<file path="config.mk">
export PLATFORM = sky130hd
export DESIGN_NAME = pattern_mealy_detector
export DESIGN_NICKNAME = d
export VERILOG_FILES = /design/src/rtl/pattern_mealy_detector.sv
export SDC_FILE = /design/constraint.sdc
export NUM_CORES = 1
export LEC_CHECK = 0
export ABC_AREA = 1
export BUFFER_PORTS_ARGS = -buffer_cell sky130_fd_sc_hd__buf_2
export CAP_MARGIN = 20
export CORE_ASPECT_RATIO = 1.25
export CORE_MARGIN = 10
export CORE_UTILIZATION = 52
export DETAILED_ROUTE_END_ITERATION = 10
export PLACE_DENSITY = 0.75
export REMOVE_ABC_BUFFERS = 1
export SYNTH_ARGS = -nofsm -noshare
export SYNTH_HDL_FRONTEND = slang
export SYNTH_SLANG_ARGS = --single-unit
</file>
<file path="constraint.sdc">
create_clock -name clk -period 2.4 [get_ports clk]
set_clock_uncertainty 0.05 [all_clocks]
set_input_delay 0.24 -clock clk [delete_from_list [all_inputs] [get_ports clk]]
set_output_delay 0.24 -clock clk [all_outputs]
set_load 0.005 [all_outputs]
</file>
<file path="src/rtl/pattern_mealy_detector.sv">
`default_nettype none
// ============================================================================
// Module      : pattern_mealy_detector
// Description : Serial detector for a runtime-loadable pattern of up to PAT_W
//               bits. The match flag is Mealy (same cycle as the last bit),
//               overlap is selectable, and matches are counted with saturation.
// Revision    : 1.0 - initial release
// ============================================================================
module pattern_mealy_detector #(
    parameter int PAT_W = 8,
    parameter int CNT_W = 16
) (
    input  logic                         clk,
    input  logic                         reset,
    input  logic                         a,
    input  logic                         in_valid,
    input  logic                         clr,
    input  logic                         cfg_load,
    input  logic [PAT_W-1:0]             cfg_pattern,
    input  logic [$clog2(PAT_W+1)-1:0]   cfg_len,
    input  logic                         cfg_overlap,
    output logic                         y,
    output logic [CNT_W-1:0]             match_count,
    output logic                         count_sat
);

    localparam int LEN_W  = $clog2(PAT_W + 1);
    localparam int FILL_W = $clog2(PAT_W);

    localparam logic [LEN_W-1:0]  c_len_max  = LEN_W'(PAT_W);
    localparam logic [FILL_W-1:0] c_fill_max = FILL_W'(PAT_W - 1);
    localparam logic [CNT_W-1:0]  c_cnt_max  = '1;

    logic [PAT_W-1:0]  r_pat;
    logic [LEN_W-1:0]  r_len;
    logic              r_ovl;
    logic [PAT_W-2:0]  r_hist;
    logic [FILL_W-1:0] r_fill;
    logic [CNT_W-1:0]  r_cnt;

    logic [LEN_W-1:0]  w_len;
    logic [PAT_W-1:0]  w_window;
    logic [PAT_W-1:0]  w_mask;
    logic              w_fill_ok;
    logic              w_match;

    always_comb begin
        w_len    = (r_len > c_len_max) ? c_len_max : r_len;
        w_window = {r_hist, a};
        for (int i = 0; i < PAT_W; i++) begin
            w_mask[i] = (LEN_W'(i) < w_len);
        end
        // Require L-1 real history bits so reset-zeroed history never matches.
        w_fill_ok = (LEN_W'(r_fill) + LEN_W'(1)) >= w_len;
        w_match   = in_valid && !cfg_load && !clr && (w_len != '0) && w_fill_ok
                    && (((w_window ^ r_pat) & w_mask) == '0);
    end

    assign y           = w_match;
    assign match_count = r_cnt;
    assign count_sat   = (r_cnt == c_cnt_max);

    always_ff @(posedge clk or posedge reset) begin
        if (reset) begin
            r_pat  <= '0;
            r_len  <= '0;
            r_ovl  <= 1'b1;
            r_hist <= '0;
            r_fill <= '0;
            r_cnt  <= '0;
        end else if (cfg_load) begin
            r_pat  <= cfg_pattern;
            r_len  <= cfg_len;
            r_ovl  <= cfg_overlap;
            r_hist <= '0;
            r_fill <= '0;
        end else if (clr) begin
            r_hist <= '0;
            r_fill <= '0;
            r_cnt  <= '0;
        end else if (in_valid) begin
            if (w_match && !r_ovl) begin
                r_hist <= '0;
                r_fill <= '0;
            end else begin
                r_hist <= w_window[PAT_W-2:0];
                if (r_fill != c_fill_max) begin
                    r_fill <= r_fill + FILL_W'(1);
                end
            end
            if (w_match && (r_cnt != c_cnt_max)) begin
                r_cnt <= r_cnt + CNT_W'(1);
            end
        end
    end

endmodule
`default_nettype wire

</file>
==> metrics.md <==
| Metric | Value |
|---|---|
| Status | `complete, but fails checks` |
| Failing checks | `hold timing` |
| Crit path DAT | `1.95 ns` |
| Placed Cells | `428` |
| Fmax | `about 0.45 GHz` |
| Area of the multi-input gates | `around 1200 um^2` |
| Proportion of power drawn by flip-flops and latches | `0.476` |
| Reg2Reg Setup Slack | `approximately 0.16 ns` |
| Inserted Clock Buffers | `5` |
| Routability cong. | `~0.99` |
| Clk buf depth | `2` |
| Via density | `about 5` |
| Layout cell share with drive strength beyond 1 | `0.1785` |
| Setup TNS | `0 ns` |
| Num ports | `37` |
| Final net count | `406` |
| Distinct cells, synth | `27` |
| FILL cells | `415` |
| WP data required | `2.11 ns` |
| Die area | `between 7000 and 8000 um^2` |
| Post-DP HPWL | `4285 um` |
| Avg WL per Cell | `about 13 um` |
| FF/Latch Area | `approximately 1000 um^2` |
| Rel. slew slack | `0.6709` |
| Sink Count | `39` |
| Number of global-route vias before repair | `~2.2k` |
| Core area | `4392 um^2` |
| Buffers on Ports | `36` |
| Max Cap Viol | `0` |
| P_int | `1.111 mW` |
| Tmin final | `~2.2 ns` |
| CP endpoint kind | `output pin` |
| HP Class | `in -> async` |
| CTS tree | `built` |
| Seq cells post-synth | `39` |
| Slew at the pin closest to its max-slew limit | `0.4937 ns` |
| Core Rows | `27` |
| Residual DRC | `0` |
| GRT overflow | `0` |
| Worst-Skew Late Latency | `approximately 0.30 ns` |
| Antenna violations before repair | `0` |
| Slowest-stage cell, CP | `dfrtp_1` |
| Final slew viol count | `0` |
| Vias post-DR | `between 2k and 2.5k` |
| Util after Layout | `0.6333` |
| Seq/Total Area, Yosys | `0.4152` |
| Clock group share of total power | `0.381` |
| Leakage power | `approximately 1.4 nW` |
| Clock root buffer | `clkbuf_8` |
| H-tree levels | `2` |
| Non-filler cells, final | `about 440` |
| Die W | `between 80 and 90 um` |
| Drt total wl | `~5600 um` |
| Total track usage | `0.1542` |
| Initial DRC Count | `about 120` |
| Syn avg cell area | `7.025 um^2` |
| First-pass GRT wire length | `around 9500 um` |
| Crit share post-route | `0.9336` |
| Crit path launch type | `register` |
| Critical path cell sequence | `ha_1, ha_4, ha_1, nand2_1, inv_1, nand2_1, nand3_1, nand2_1, nor2_1, buf_2` |
| Hold slack | `-0.003811 ns` |
| Area delta synth->final | `18.18%` |
| Initial Util | `0.5359` |
| Ys Warns | `0` |
| Power Dens Cells | `~550 nW/um^2` |
| Comb pwr share | `0.144` |
| Worst vdd ir | `approximately 390 uV` |
| Worst setup path class | `reg -> out` |
| Most used cell, CP | `nand2_1` |
| Largest stage delay on the critical path | `just under 0.4 ns` |
| Critical-path maximum fanout | `2` |
| Syn Std Cell Area | `2354 um^2` |
| Cells after synthesis | `335` |
| Clock Pin Slew Worst Setup and Hold Paths | `~0.080 ns` |
| Sw Share | `0.2670` |
| Final setup fails | `0` |
| Largest net degree at the start of global routing | `40` |
| P_sw | `around 0.40 mW` |
| Routed Antenna Nets | `0` |
| Hold Fails Final Rpt | `10` |
| First-pass DRT Iterations | `4` |
| Antenna Cells | `0` |
| Die Y | `about 95 um` |
metrics by stage:
step                      hold WS, ns  area, um^2  total power [mW]  setup slack (ns)
after floorplan                0.2641        2306            0.8698            0.1733
after global routing          0.05593        2781             1.599         -0.002348
final                       -0.003811        2781             1.516            0.1594
after global placement         0.3276        2611            0.9478           0.07971
after CTS                    0.009054        2736             1.534           0.07154
after detailed placement       0.3347        2611            0.9532          -0.03044
metal layers:
metal  wire (um)  up-vias  GRT usage  part of all wire
li1            -     1155          -                 -
met1        2397      987     0.1636              0.43
met2        2843       48     0.2875              0.51
met3         253       10    0.03955             0.045
met4          97        0    0.05000             0.017
met5           0        -          0                 0
cell type report:
class,count,area share
multi-input combinational,240,0.4224
sequential,39,0.3513
timing repair buffer,46,0.09312
inverter,48,0.06478
clock buffer,6,0.02969
tap,58,0.02609
clock inverter,2,0.01260
cells in the final DEF, fill, tap and decap left out, types with 7 or more instances in the layout:
master	instances
nor2_1	25
nand4_1	7
o21ai_1	9
a21oi_1	7
buf_4	9
buf_2	36
inv_1	45
nand2_1	107
nor3_1	10
o21ai_0	26
dfrtp_1	38
nand3_1	26
kinds of logic (layout without fill, tap and decap cells):
logic type,after synthesis,count (layout),synth area share
xor gates and xnor gates,3,3,0.01117
and+or+nand+nor,185,185,0.3413
DFF,39,39,0.4152
buffers and inverters,56,102,0.09675
AOI/OAI and AO/OA,45,45,0.09836
adders and majority gates,7,7,0.03721
worst paths after layout:
path	from	endpoint	cells past startpoint
worst max-delay path	r_fill[0]	y	10
worst min-delay path	reset	r_pat[4]	3
worst max register to register	r_fill[0]	r_hist[5]	14
worst min register to register	r_ovl	r_ovl	2
max in group asynchronous	reset	r_ovl	3
min in group clk	cfg_len[0]	r_len[0]	3
what timing repair did:
item | 4_1_cts | 5_1_grt
endpoints found under the setup margin | 4 | 11
hold buffers | 0 | 0
resized for setup | 0 | 6
setup buffers | 1 | 2
cloned | 0 | 0
hold endpoints to repair | 0 | 0
pin swaps | 0 | 0
critical path: cells and delay by family, from the launching register on:
kind | cells | cell delay [ns]
flip-flops | 1 | 0.39
AND/OR/NAND/NOR | 5 | 0.35
buffers and inverters | 2 | 0.18
adder cells (fa/ha/maj) | 3 | 0.73
synthesized netlist by cell type:
cell | number | area (um^2)
dfrtp_1 | 38 | 950.9
inv_1 | 45 | 168.9
inv_2 | 3 | 11.26
o21ai_0 | 27 | 135.1
nor2_4 | 1 | 11.26
and3_1 | 1 | 6.260
nand3_1 | 26 | 130.1
a31oi_1 | 1 | 6.260
o21ai_1 | 8 | 40.04
nand4_4 | 1 | 21.27
nand2_1 | 107 | 401.6
nor2_2 | 3 | 18.77
nor2_1 | 26 | 97.59
buf_1 | 1 | 3.750
or2_2 | 1 | 6.260
dfstp_2 | 1 | 26.28
a211oi_1 | 1 | 7.510
o21bai_1 | 1 | 7.510
xor2_1 | 3 | 26.28
ha_1 | 7 | 87.58
nand4_1 | 7 | 43.79
a21oi_1 | 7 | 35.03
nand2_4 | 1 | 11.26
buf_2 | 2 | 10.01
clkbuf_1 | 3 | 11.26
nor3_1 | 11 | 55.05
buf_6 | 2 | 22.52
state kept, by name (all words and copies together), names as in the netlist:
signal,cells
r_len,4
r_pat,8
match_count,16
r_hist,7
r_ovl,1
r_fill,3
power by group through the flow:
stage | clock [mW] | combinational, mW | sequential [mW]
2_1_floorplan | 0 | 0.140 | 0.730
3_3_place_gp | 0 | 0.215 | 0.733
3_5_place_dp | 0 | 0.219 | 0.734
4_1_cts | 0.593 | 0.220 | 0.721
5_1_grt | 0.618 | 0.255 | 0.726
6_report | 0.577 | 0.218 | 0.721
No activity file was read; power rests on OpenSTA's default activity.
